===== src/rtl/uart_bus_master_pkg.sv =====
// uart_bus_master shared types: command/response codes, FSM encoding.
// Optional UART_BUS_MASTER_CHECKSUM_EN adds the CSUM state and a 5-byte tx queue.
package uart_bus_master_pkg;

  localparam logic [7:0] CMD_W = 8'h57;
  localparam logic [7:0] CMD_R = 8'h52;
  localparam logic [7:0] CMD_G = 8'h47;
  localparam logic [7:0] CMD_H = 8'h48;
  localparam logic [7:0] RSP_ACK = 8'h06;
  localparam logic [7:0] RSP_NAK = 8'h15;
  localparam int FIELD_BYTES = 4;

`ifdef UART_BUS_MASTER_CHECKSUM_EN
  localparam int TXQ_BYTES = FIELD_BYTES + 1;
`else
  localparam int TXQ_BYTES = FIELD_BYTES;
`endif
  localparam int TXQ_W = 8 * TXQ_BYTES;

  typedef enum logic [2:0] {
    S_IDLE,
    S_ADDR,
    S_DATA,
    S_EXEC,
    S_RDWAIT,
    S_TXLOAD,
    S_TXWAIT
`ifdef UART_BUS_MASTER_CHECKSUM_EN
    , S_CSUM
`endif
  } state_t;

  // Single-byte response left-aligned in the tx queue.
  function automatic logic [TXQ_W-1:0] rsp_word(input logic [7:0] b);
    return {b, {(TXQ_W-8){1'b0}}};
  endfunction

endpackage


===== src/rtl/uart_bus_master_if.sv =====
// UART byte stream + memory bus bundle for uart_bus_master.
// master: bridge side (drives tx/bus/hold); slave: transceiver/memory side.
interface uart_bus_master_if;
  logic [7:0]  rx_data;
  logic        rx_done;
  logic [7:0]  tx_data;
  logic        tx_wr;
  logic        tx_busy;
  logic        tx_done;
  logic [31:0] bus_addr;
  logic [31:0] bus_wdata;
  logic        bus_we;
  logic        bus_re;
  logic [31:0] bus_rdata;
  logic        cpu_hold;

  modport master (
    input  rx_data, rx_done, tx_busy, tx_done, bus_rdata,
    output tx_data, tx_wr, bus_addr, bus_wdata, bus_we, bus_re,
    output cpu_hold
  );

  modport slave (
    output rx_data, rx_done, tx_busy, tx_done, bus_rdata,
    input  tx_data, tx_wr, bus_addr, bus_wdata, bus_we, bus_re,
    input  cpu_hold
  );
endinterface


===== src/rtl/uart_frame_timer.sv =====
// Inter-byte idle timer: clr restarts, en counts, expired at TIMEOUT_CYC.
// Ports: clk, rst (async active-low), clr, en, expired.
module uart_frame_timer #(
  parameter logic [23:0] TIMEOUT_CYC = 24'd1000000
) (
  input  logic clk,
  input  logic rst,
  input  logic clr,
  input  logic en,
  output logic expired
);

  logic [23:0] cnt_q;

  assign expired = cnt_q == TIMEOUT_CYC;

  // Saturates at TIMEOUT_CYC so expired stays up until the next clear.
  always_ff @(posedge clk or negedge rst) begin
    if (!rst) begin
      cnt_q <= '0;
    end else if (clr) begin
      cnt_q <= '0;
    end else if (en && !expired) begin
      cnt_q <= cnt_q + 24'd1;
    end
  end

endmodule


===== src/rtl/uart_bus_master.sv =====
// UART-driven bus initiator: W/R/G/H frames -> 32-bit bus access, ACK/NAK/data.
// Ports: clk, rst (async active-low), io (uart_bus_master_if.master); UART_BUS_MASTER_CHECKSUM_EN.
module uart_bus_master
  import uart_bus_master_pkg::*;
#(
  parameter logic [23:0] TIMEOUT_CYC = 24'd1000000,
  parameter int          RD_LATENCY = 1,
  parameter bit          HOLD_AT_RESET = 1'b1
) (
  input logic clk,
  input logic rst,
  uart_bus_master_if.master io
);

  state_t state_q, state_d;
  logic [7:0] cmd_q, cmd_d;
  logic [31:0] addr_q, addr_d;
  logic [31:0] wdata_q, wdata_d;
  logic [TXQ_W-1:0] txq_q, txq_d;
  logic [2:0] left_q, left_d;
  logic [1:0] idx_q, idx_d;
  logic [7:0] lat_q, lat_d;
  logic hold_q, hold_d;
  logic expired, in_frame, last_byte, is_w;

`ifdef UART_BUS_MASTER_CHECKSUM_EN
  logic [7:0] csum_q, csum_d;
  localparam state_t S_POST = S_CSUM;
  assign in_frame = state_q inside {S_ADDR, S_DATA, S_CSUM};
`else
  localparam state_t S_POST = S_EXEC;
  assign in_frame = state_q inside {S_ADDR, S_DATA};
`endif

  assign is_w = cmd_q == CMD_W;
  assign last_byte = idx_q == 2'(FIELD_BYTES - 1);

  assign io.tx_data = txq_q[TXQ_W-1 -: 8];
  assign io.tx_wr = (state_q == S_TXLOAD) && !io.tx_busy;
  assign io.bus_we = (state_q == S_EXEC) && (cmd_q == CMD_W);
  assign io.bus_re = (state_q == S_EXEC) && (cmd_q == CMD_R);
  assign io.bus_addr = {addr_q[31:2], 2'b00};
  assign io.bus_wdata = wdata_q;
  assign io.cpu_hold = hold_q;

  uart_frame_timer #(.TIMEOUT_CYC(TIMEOUT_CYC)) u_timer (
    .clk     (clk),
    .rst     (rst),
    .clr     (io.rx_done),
    .en      (in_frame),
    .expired (expired)
  );

  always_ff @(posedge clk or negedge rst) begin
    if (!rst) begin
      state_q <= S_IDLE;
      cmd_q <= '0;
      addr_q <= '0;
      wdata_q <= '0;
      txq_q <= '0;
      left_q <= '0;
      idx_q <= '0;
      lat_q <= '0;
      hold_q <= HOLD_AT_RESET;
`ifdef UART_BUS_MASTER_CHECKSUM_EN
      csum_q <= '0;
`endif
    end else begin
      state_q <= state_d;
      cmd_q <= cmd_d;
      addr_q <= addr_d;
      wdata_q <= wdata_d;
      txq_q <= txq_d;
      left_q <= left_d;
      idx_q <= idx_d;
      lat_q <= lat_d;
      hold_q <= hold_d;
`ifdef UART_BUS_MASTER_CHECKSUM_EN
      csum_q <= csum_d;
`endif
    end
  end

  always_comb begin
    state_d = state_q;
    cmd_d = cmd_q;
    addr_d = addr_q;
    wdata_d = wdata_q;
    txq_d = txq_q;
    left_d = left_q;
    idx_d = idx_q;
    lat_d = lat_q;
    hold_d = hold_q;
`ifdef UART_BUS_MASTER_CHECKSUM_EN
    csum_d = csum_q;
`endif
    unique case (state_q)
      S_IDLE: if (io.rx_done) begin
        cmd_d = io.rx_data;
        idx_d = '0;
`ifdef UART_BUS_MASTER_CHECKSUM_EN
        csum_d = io.rx_data;
`endif
        unique case (1'b1)
          (io.rx_data == CMD_W),
          (io.rx_data == CMD_R): state_d = S_ADDR;
          (io.rx_data == CMD_G),
          (io.rx_data == CMD_H): begin
`ifdef UART_BUS_MASTER_CHECKSUM_EN
            state_d = S_CSUM;
`else
            hold_d = io.rx_data == CMD_H;
            txq_d = rsp_word(RSP_ACK);
            left_d = 3'd1;
            state_d = S_TXLOAD;
`endif
          end
          default: begin
            txq_d = rsp_word(RSP_NAK);
            left_d = 3'd1;
            state_d = S_TXLOAD;
          end
        endcase
      end
      S_ADDR: if (io.rx_done) begin
        addr_d = {addr_q[23:0], io.rx_data};
        idx_d = idx_q + 2'd1;
`ifdef UART_BUS_MASTER_CHECKSUM_EN
        csum_d = csum_q ^ io.rx_data;
`endif
        if (last_byte) state_d = is_w ? S_DATA : S_POST;
      end else if (expired) begin
        state_d = S_IDLE;
      end
      S_DATA: if (io.rx_done) begin
        wdata_d = {wdata_q[23:0], io.rx_data};
        idx_d = idx_q + 2'd1;
`ifdef UART_BUS_MASTER_CHECKSUM_EN
        csum_d = csum_q ^ io.rx_data;
`endif
        if (last_byte) state_d = S_POST;
      end else if (expired) begin
        state_d = S_IDLE;
      end
`ifdef UART_BUS_MASTER_CHECKSUM_EN
      S_CSUM: if (io.rx_done) begin
        if (io.rx_data != csum_q) begin
          txq_d = rsp_word(RSP_NAK);
          left_d = 3'd1;
          state_d = S_TXLOAD;
        end else if (cmd_q == CMD_W || cmd_q == CMD_R) begin
          state_d = S_EXEC;
        end else begin
          hold_d = cmd_q == CMD_H;
          txq_d = rsp_word(RSP_ACK);
          left_d = 3'd1;
          state_d = S_TXLOAD;
        end
      end else if (expired) begin
        state_d = S_IDLE;
      end
`endif
      S_EXEC: if (is_w) begin
        txq_d = rsp_word(RSP_ACK);
        left_d = 3'd1;
        state_d = S_TXLOAD;
      end else begin
        lat_d = 8'd1;
        state_d = S_RDWAIT;
      end
      S_RDWAIT: if (lat_q == 8'(RD_LATENCY)) begin
`ifdef UART_BUS_MASTER_CHECKSUM_EN
        txq_d = {io.bus_rdata, io.bus_rdata[31:24] ^ io.bus_rdata[23:16]
                 ^ io.bus_rdata[15:8] ^ io.bus_rdata[7:0]};
`else
        txq_d = io.bus_rdata;
`endif
        left_d = 3'(TXQ_BYTES);
        state_d = S_TXLOAD;
      end else begin
        lat_d = lat_q + 8'd1;
      end
      S_TXLOAD: if (!io.tx_busy) state_d = S_TXWAIT;
      S_TXWAIT: if (io.tx_done) begin
        if (left_q > 3'd1) begin
          txq_d = txq_q << 8;
          left_d = left_q - 3'd1;
          state_d = S_TXLOAD;
        end else begin
          state_d = S_IDLE;
        end
      end
      default: state_d = S_IDLE;
    endcase
  end

endmodule


===== src/flat_wrapper.sv =====
// flat-port wrapper written by rule: the top's interface ports become plain ports
module uart_bus_master_flat import uart_bus_master_pkg::*;
#(
  parameter logic [23:0] TIMEOUT_CYC = 24'd1000000,
  parameter int          RD_LATENCY = 1,
  parameter bit          HOLD_AT_RESET = 1'b1
)
  (clk, rst, io_rx_data, io_rx_done, io_tx_busy, io_tx_done, io_bus_rdata, io_tx_data, io_tx_wr, io_bus_addr, io_bus_wdata, io_bus_we, io_bus_re, io_cpu_hold);
  uart_bus_master_if io_i ();
  input logic clk;
  input logic rst;
  input wire logic [$bits(io_i.rx_data)-1:0] io_rx_data;
  input wire logic [$bits(io_i.rx_done)-1:0] io_rx_done;
  input wire logic [$bits(io_i.tx_busy)-1:0] io_tx_busy;
  input wire logic [$bits(io_i.tx_done)-1:0] io_tx_done;
  input wire logic [$bits(io_i.bus_rdata)-1:0] io_bus_rdata;
  output wire logic [$bits(io_i.tx_data)-1:0] io_tx_data;
  output wire logic [$bits(io_i.tx_wr)-1:0] io_tx_wr;
  output wire logic [$bits(io_i.bus_addr)-1:0] io_bus_addr;
  output wire logic [$bits(io_i.bus_wdata)-1:0] io_bus_wdata;
  output wire logic [$bits(io_i.bus_we)-1:0] io_bus_we;
  output wire logic [$bits(io_i.bus_re)-1:0] io_bus_re;
  output wire logic [$bits(io_i.cpu_hold)-1:0] io_cpu_hold;
  assign io_i.rx_data = io_rx_data;
  assign io_i.rx_done = io_rx_done;
  assign io_i.tx_busy = io_tx_busy;
  assign io_i.tx_done = io_tx_done;
  assign io_i.bus_rdata = io_bus_rdata;
  assign io_tx_data = io_i.tx_data;
  assign io_tx_wr = io_i.tx_wr;
  assign io_bus_addr = io_i.bus_addr;
  assign io_bus_wdata = io_i.bus_wdata;
  assign io_bus_we = io_i.bus_we;
  assign io_bus_re = io_i.bus_re;
  assign io_cpu_hold = io_i.cpu_hold;
  uart_bus_master #(.TIMEOUT_CYC(TIMEOUT_CYC), .RD_LATENCY(RD_LATENCY), .HOLD_AT_RESET(HOLD_AT_RESET)) u_core (.clk(clk), .rst(rst), .io(io_i));
endmodule

===== config.mk =====
export PLATFORM = sky130hd
export DESIGN_NAME = uart_bus_master_flat
export DESIGN_NICKNAME = d
export VERILOG_FILES = /design/src/rtl/uart_bus_master_pkg.sv /design/src/rtl/uart_bus_master_if.sv /design/src/rtl/uart_frame_timer.sv /design/src/rtl/uart_bus_master.sv /design/src/flat_wrapper.sv
export SDC_FILE = /design/constraint.sdc
export NUM_CORES = 1
export LEC_CHECK = 0
export CORE_AREA = 3 3 135 137
export CTS_CLUSTER_DIAMETER = 80
export CTS_CLUSTER_SIZE = 25
export DETAILED_ROUTE_END_ITERATION = 7
export DIE_AREA = 0 0 138 140
export DONT_BUFFER_PORTS = 1
export HOLD_SLACK_MARGIN = 0.08
export SLEW_MARGIN = 20
export SYNTH_ARGS = -nofsm -noshare
export SYNTH_HDL_FRONTEND = slang
export SYNTH_SLANG_ARGS = --single-unit

===== constraint.sdc =====
create_clock -name clk -period 2.6 [get_ports clk]
set_clock_uncertainty 0.1 [all_clocks]
set_input_delay 0.65 -clock clk [delete_from_list [all_inputs] [get_ports clk]]
set_output_delay 0.65 -clock clk [all_outputs]
set_load 0.005 [all_outputs]

Word-level counts from Yosys, hierarchy flattened
Index checks and enable logic that the tools add are counted.
{"block": "classes", "n_addsub": 4, "n_lt_le_gt_ge": 1, "eq_ne": 27, "muxes": 36, "reduce_logical": 23}
{"op": "32-bit two-way mux", "n": 5}
{"op": "32-bit case mux with 4 select lines", "n": 1}
{"op": "32-bit case mux with 2 select lines", "n": 1}
{"op": "3-bit two-way mux", "n": 17}
{"op": "8-bit by 7-bit == test with 1-bit output (second input constant)", "n": 6}
{"op": "24-bit two-way mux", "n": 2}
{"op": "24-bit by 1-bit adder with 24-bit output (second input constant)", "n": 1}
{"op": "24-bit by 20-bit == test with 1-bit output (second input constant)", "n": 1}
{"op": "3-bit case mux with 7 select lines", "n": 1}
{"op": "8-bit two-way mux", "n": 2}
{"op": "8-bit case mux with 2 select lines", "n": 1}
{"op": "2-bit != test (second input constant)", "n": 6}
{"op": "3-bit case mux with 4 select lines", "n": 1}
{"op": "3-bit == test (second input constant)", "n": 3}
{"op": "3-bit AND reduction", "n": 3}
{"op": "8-bit by 1-bit adder with 8-bit output (second input constant)", "n": 1}
{"op": "8-bit by 1-bit == test with 1-bit output (second input constant)", "n": 1}
{"op": "2-bit by 1-bit != test with 1-bit output (second input constant)", "n": 4}
{"op": "2-bit nonzero test", "n": 4}
{"op": "7-bit AND reduction", "n": 1}
{"op": "3-bit by 2-bit == test with 1-bit output (second input constant)", "n": 2}
{"op": "3-bit by 2-bit != test with 1-bit output (second input constant)", "n": 2}
{"op": "2-bit AND reduction", "n": 3}
{"op": "6-bit AND reduction", "n": 1}
{"op": "other kinds (13)", "n": 21}
{"block": "word_totals", "regBits": 145, "inputBits": 45, "out_inout_bits": 76, "elab_cells": 101}

Logic depth before layout (Yosys ltp)
Gate-level depths: netlist of run 1.
{"block": "logic_depth", "ltp_word": 5, "ltp_mapped": 9, "depth_no_buf": 8}

Cells and area by module
From an unflattened synthesis of run 1, not the netlist that was laid out.
{"block": "unflattened", "hier_cells": 579, "area_unflattened_um2": 7031.7}
{"module": "uart_bus_master", "instances": 1, "cells_per_inst": 441, "area_each_um2": 5733.0, "seq_area_each_um2": 3029.2}
{"module": "uart_frame_timer", "instances": 1, "cells_per_inst": 138, "area_each_um2": 1298.7, "seq_area_each_um2": 600.6}

Worst setup path after synthesis of run 1
OpenSTA, ideal clock, no wires.
{"block": "synth_timing", "path_kind": "register -> register", "start": "register u_core.u_timer.cnt_q[0]", "end": "register u_core.u_timer.cnt_q[23]", "setup_ps": 127, "t_arrival_ps": 2180, "required_ps": 2373, "setup_slack_ps": 192, "path_stages_with_launch": 9, "n_path_buf": 0, "period_less_slack_ps": 2408, "cell_sequence": "dfrtp_1 inv_1 ha_1 or4b_1 or3_4 o31ai_2 nor3_2 nand4_1 mux2_1"}
{"block": "synth_between", "elab_chain_cells": 4, "elab_cells_between_ends": 7, "classes_between": "1 x add/sub; 1 x eq/ne; 2 x mux; 3 x reduce/logical"}
{"element": "from (decl)", "line_no": "uart_frame_timer.sv:13", "rtl": "logic [23:0] cnt_q;"}
{"element": "from (signal assigned)", "line_no": "uart_frame_timer.sv:24", "rtl": "cnt_q <= cnt_q + 24'd1;"}
{"element": "branches (longest 4 deep; another with 24-bit by 1-bit adder with 24-bit output)"}
Parallel ways; which one is timed is not known. The select of a mux whose other input is x is not followed.
A chain may end at the register's enable or synchronous reset.

Worst setup path after layout of run 1
Same ends and word-level chain as after synthesis.

==> results.yml, run 1 <==
clock_network:
  cts_tree: "built"
  path_clk_slew_ns: 0.06
  htreeDepth: 4
  ctsRootBufferMaster: "clkbuf_16"
  clk_latency_ns: 0.41
  cts.path.max_buffers: 2
  clock-sinks: 145
  cts_buffers: 17
power_and_ir_drop:
  peakVddDrop_v: 0.000572
  power_density_nw_per_um2: 1160
  p_leak_uw: 0.00325
sta:
  period_minus_slack_ns: 2.46
  report.final.slew_viol_count: 0
  whs_ns: -0.164
  setup_violations: 0
  fin_crit_sh_pct: 94.5
  fmax_mhz: 407
  rsz0062_at_grt: "false"
  setup_tns_ns: 0
  hold_viol: 144
synth:
  synth_area_leader_cell: "dfrtp_1"
  syn_area_um2: 6840
  yosysSeqAreaShare_pct: 53.0
  async_reset_ff_share_pct: 100
  syn_avg_cell_area_um2: 11.0
  synth_cell_type_count: 56
  netlist_instances: 624
  synth_edf_count: 0
  synth_top_cell_area_share_pct: 52.7
  synth_area_leaders: "dfrtp_1 (53%), mux2_2 (12%), buf_4 (4.5%)"
  ys_ff_latch: 145
  synth_ff_type: "dfrtp_1"
  ys_warn_count: 0
detailed_routing:
  drt_iter0_drc: 319
  route.detailed.drc: 0
  viasPerCell: 5.38
  dr.pass1.iters: 5
  post_drt_wl_per_cell_um: 17.0
  drt_wl_total_um: 14200
  ant_nets: 0
  route.vias.total: 4492
floorplan:
  core_area_um2: 17200
  io_pins: 121
  die_y_um: 140
  fp-row-count: 48
  design.die.area_um2: 19300
  die_w_um: 138
  start_util_pct: 39.8
placed_design:
  place_area_um2: 6930
  portBuffers: 0
  dp_hpwl_um: 9750
  globalplace.congestion: 0.819
critical_path:
  r2r-start: "u_core.u_timer.cnt_q[0]"
  crit_type: "register to register"
  worstPathArrival_ns: 2.65
  required_ns: 2.80
  startpoint_type: "register"
  critPathLaunch: "u_core.u_timer.cnt_q[0]"
  crit_fanout: 4
  end_kind: "register"
min_path:
  hold_path_class: "primary input to async pin"
layout:
  fillers: 1574
  design_area_um2: 7670
  syn2layout_area_growth_pct: 12.1
  antenna_cells: 0
  num-nets-final: 651
  layout-drive-gt1-share_pct: 24.3
grt:
  grt_pass1_wl_um: 23700
  grt.total_usage_pct: 14.9
  grt_overflow: 0
  antenna_found_initial: 0
  grt_pass1_vias: 4546
  grt_max_degree: 146
flow_run:
  drv_cap: 0
outcome:
  outcome: "finished, violations left"
  failed_checks: "negative hold slack"
flip-flops by register name, indices dropped and copies added, names as in the netlist:
register and cells:
u_core.left_q 3, u_core.u_timer.cnt_q 24, u_core.cmd_q 8, u_core.txq_q 32, u_core.io.bus_wdata 32, u_core.lat_q 8, u_core.idx_q 2, u_core.io.cpu_hold 1
u_core.addr_q 32, u_core.state_q 3
layout make-up:
class / instances / area, µm² / share of cell area (%)
Multi-Input combinational cell: 390 / 2760 / 36.0
Clock inverter: 9 / 201 / 2.63
Inverter: 21 / 78.8 / 1.03
Timing Repair Buffer: 24 / 230 / 3.00
Sequential cell: 145 / 3630 / 47.4
Tap cell: 225 / 282 / 3.67
Clock buffer: 21 / 480 / 6.27
timing repair:
item / 4_1_cts / 5_1_grt
endpoints found under the setup margin: 1 / 7
resized for setup: 3 / 5
endpoints found under the hold margin: 145 / 145
setup buffers: 0 / 3
cells in the mapped netlist, types with 18 or more instances:
cell type and number:
a21oi_1 32, buf_4 41, inv_1 19, nor2_1 70, o21ai_0 22, nand2_1 26, nor3_1 22, xnor2_1 20
mux2_2 73, nand3_1 18, a22oi_1 20, dfrtp_1 144, clkbuf_1 19
worst paths after layout:
check / to / slack (ns) / cells past startpoint
max: u_core.u_timer.cnt_q[23] / 0.14 / 8
max reg2reg: u_core.u_timer.cnt_q[23] / 0.14 / 8
min in group clk: u_core.u_timer.cnt_q[16] / 0.19 / 1
min: u_core.txq_q[5] / -0.16 / 0
max in group asynchronous: u_core.io.cpu_hold / 2.32 / 0
min reg2reg: u_core.cmd_q[3] / 0.41 / 1
report_power, final:
group | internal, µW | leakage, µW | switching (µW)
clock network | 1890 | 0.000332 | 902
logic | 1170 | 0.00105 | 1280
registers | 3010 | 0.00187 | 615
total | 6080 | 0.00325 | 2800
per-stage QoR:
stage	util [%]	setup slack, ns	cells	total power (µW)	hold slack, ns
2_1_floorplan	-	0.192	625	5700	0.254
3_3_place_gp	40.3	0.153	802	5970	0.260
3_5_place_dp	40.3	0.103	802	6090	0.259
4_1_cts	44.4	0.0265	832	8950	-0.188
5_1_grt	44.6	0.0187	835	9490	-0.193
6_report	44.6	0.144	835	8870	-0.164
critical path, cell delays in order (launching register included):
cell     delay [ns]
dfrtp_1        0.39
inv_1          0.09
ha_1           0.14
or4b_1         0.43
or3_4          0.38
o31ai_4        0.26
nor3_2         0.11
nand4_1        0.12
mux2_1         0.32
layer usage:
layer | vias to the layer above | wire length (µm) | global-route usage, % | part of all wire, %
li1 | 2100 | - | - | -
met1 | 2234 | 6320 | 19.4 | 45
met2 | 139 | 6800 | 23.8 | 48
met3 | 19 | 899 | 5.02 | 6.3
met4 | 0 | 184 | 4.63 | 1.3
met5 | - | 0 | 0 | 0
placed cells by master (no fill, tap or decap), types with 2 or more instances in the layout:
cell,count
dfrtp_2,3
nor3_2,4
o21ai_1,2
a31oi_1,2
nand3_1,17
dfrtp_1,141
nand4_1,11
xor2_1,5
a221oi_1,2
conb_1,2
nor2b_1,3
a31o_2,2
o211ai_1,2
clkbuf_16,17
o221ai_1,3
mux2i_1,3
nor4_1,7
a21oi_1,32
inv_1,19
nor2_4,2
buf_12,4
a22oi_1,20
nand3_2,2
nor4b_1,2
nand2b_1,5
o21ai_0,22
o21bai_1,2
nor2_1,68
ha_1,7
clkinv_1,2
nand2_1,26
mux2_2,73
or3_1,4
bufinv_16,6
clkbuf_8,4
nor3_1,19
buf_4,20
xnor2_1,20
kinds of logic after synthesis:
group,after synthesis,synth area share (%)
AOI/OAI and AO/OA,101,9.71
other,1,0.0548
adders and majority gates,7,1.28
buffers and inverters,90,7.53
muxes,77,12.6
DFF,145,53.0
xor gates and xnor gates,25,3.20
and+or+nand+nor,178,12.6
(Power assumes the default switching activity.)
==> run 2: changes to the inputs <==
--- a/config.mk
+++ b/config.mk
@@ -5,14 +5,14 @@
 export SDC_FILE = /design/constraint.sdc
 export NUM_CORES = 1
 export LEC_CHECK = 0
-export CORE_AREA = 3 3 135 137
+export CORE_AREA = 3 3 113 115
 export CTS_CLUSTER_DIAMETER = 80
 export CTS_CLUSTER_SIZE = 25
 export DETAILED_ROUTE_END_ITERATION = 7
-export DIE_AREA = 0 0 138 140
+export DIE_AREA = 0 0 116 118
 export DONT_BUFFER_PORTS = 1
 export HOLD_SLACK_MARGIN = 0.08
-export SLEW_MARGIN = 20
+export PLACE_DENSITY = 0.73
 export SYNTH_ARGS = -nofsm -noshare
 export SYNTH_HDL_FRONTEND = slang
 export SYNTH_SLANG_ARGS = --single-unit
==> run 2 against run 1 <==
Effect of this change:
- the flow still finishes with violations (negative hold slack)
- worst hold slack got worse by 0.021 ns
- die area shrank 29%
- cell count decreased by 9.7%
- sequential power about the same
- clock-buffer cell count fell by 2
- critical path type is now register to primary output
- largest cell class unchanged
- largest power group unchanged
==> results.yml, run 2 (synthesis gave the netlist of run 1 again) <==
detailed_routing:
  post_drt_wl_per_cell_um: 17.7
  route.detailed.drc: 0
  drt_iter0_drc: 265
  viasPerCell: 5.84
  drt_wl_total_um: 13400
  route.vias.total: 4400
  dr.pass1.iters: 5
  ant_nets: 0
power_and_ir_drop:
  p_leak_uw: 0.00318
  totalPowerFinal_uw: 8540
  peakVddDrop_v: 0.000539
  power_density_nw_per_um2: 1150
clock_network:
  clk_latency_ns: 0.43
  cts_buffers: 17
  ctsRootBufferMaster: "clkbuf_16"
  htreeDepth: 4
  clock-sinks: 145
  cts.path.max_buffers: 2
  cts_tree: "built"
  path_clk_slew_ns: 0.06
critical_path:
  cpPeakStageDelay_ns: 0.46
  crit_family: "simple AND/OR/NAND/NOR gates"
  required_ns: 1.85
  startpoint_type: "register"
  crit_type: "register to primary output"
  worstPathArrival_ns: 1.77
  slowest_stage: "dfrtp_2"
  crit_fanout: 8
  end_kind: "primary output"
  cp_cell_sequence: "buf_4 > nand3_2 > or3_1 > nor3_2"
  path_buf_inv: 1
layout:
  antenna_cells: 0
  seqCellArea_um2: 3630
  syn2layout_area_growth_pct: 8.78
  multi_input_area_um2: 2760
  num-nets-final: 646
  layout_common_cells: "dfrtp_1 (142), mux2_2 (73), nor2_1 (68)"
  fillers: 902
  layout_commonest_cell: "dfrtp_1"
  layout-drive-gt1-share_pct: 23.9
flow_run:
  drv_cap: 0
floorplan:
  io_pins: 121
  fp-row-count: 40
  design.die.area_um2: 13700
  start_util_pct: 57.4
  die_y_um: 118
  core_area_um2: 11900
  die_w_um: 116
grt:
  grt.total_usage_pct: 20.7
  antenna_found_initial: 0
  grt_max_degree: 146
  grt_pass1_wl_um: 22400
  grt_pass1_vias: 4444
  grt_overflow: 0
sta:
  setup_tns_ns: 0
  hold_viol: 145
  fmax_mhz: 397
  rsz0062_at_grt: "false"
  whs_ns: -0.184
  setup_violations: 0
  fin_crit_sh_pct: 97.0
  period_minus_slack_ns: 2.52
  report.final.slew_viol_count: 0
min_path:
  hold_path_class: "primary input to async pin"
placed_design:
  portBuffers: 0
  globalplace.congestion: 0.883
  dp_hpwl_um: 9030
outcome:
  failed_checks: "negative hold slack"
  outcome: "finished, violations left"
-- run 2: changes by cell type in the layout (fill, tap and decap cells not counted), moves of 2 or more --
cell,change
clkbuf_8,-2
bufinv_16,-3
inv_8,+2
buf_4,-3
nor2_4,-2
nor2_2,+2
buf_12,-2
inv_6,+3
-- run 2: area by class of cell --
cell class                      instances  share of cell area (%)
Inverter                               21                    1.06
Sequential cell                       145                    48.8
Tap cell                              147                    2.47
Clock inverter                         13                    2.32
Clock buffer                           19                    6.09
Multi-Input combinational cell        390                    37.0
Timing Repair Buffer                   19                    2.25
-- run 2: where the power goes --
group	leakage [µW]	switching (µW)	internal (µW)
Combinational	0.00101	1270	1110
Sequential	0.00187	602	3010
Clock	0.000305	961	1580
-- run 2: worst paths after layout --
path | startpoint | end | slack, ns | cells after the start
max | u_core.state_q[1] | io_bus_re | 0.08 | 4
min | rst | u_core.cmd_q[6] | -0.18 | 0
max reg2reg | u_core.u_timer.cnt_q[0] | u_core.state_q[0] | 0.15 | 9
min reg2reg | u_core.io.cpu_hold | u_core.io.cpu_hold | 0.40 | 2
max in group asynchronous | rst | u_core.io.cpu_hold | 2.39 | 0
min in group clk | io_rx_done | u_core.u_timer.cnt_q[1] | 0.18 | 1
-- run 2: worst reg2reg max path, cell delays in order, from the launching register on --
cell and delay [ns]:
dfrtp_1 0.39, inv_1 0.09, ha_1 0.14, or4b_1 0.42
or3_4 0.38, o41ai_2 0.33, buf_4 0.18, a211oi_1 0.04
nor3_1 0.15, o21ai_0 0.11
-- run 2: metrics by stage --
step / utilization, % / hold WS (ns) / std cells / instance area (µm²) / setup slack (ns)
final: 62.5 / -0.184 / 754 / 7440 / 0.0782
after global routing: 62.5 / -0.205 / 754 / 7440 / 0.00328
after CTS: 62.3 / -0.203 / 754 / 7430 / 0.0476
after detailed placement: 56.9 / 0.258 / 722 / 6780 / 0.107
after global placement: 56.9 / 0.257 / 722 / 6780 / 0.140
after floorplan: - / 0.254 / 625 / 6850 / 0.192
-- run 2: timing repair --
action	4_1_cts	5_1_grt
gates cloned	0	0
hold endpoints to repair	145	145
setup endpoints to repair	2	4
buffers inserted	0	0
resized for setup	4	3
-- run 2: routing by layer --
metal	track usage (%)	share of wire, %	routed length, µm
met5	0	0	0
met4	7.40	1.5	197
met3	7.76	6.6	876
met2	31.6	49	6570
met1	27.0	43	5720
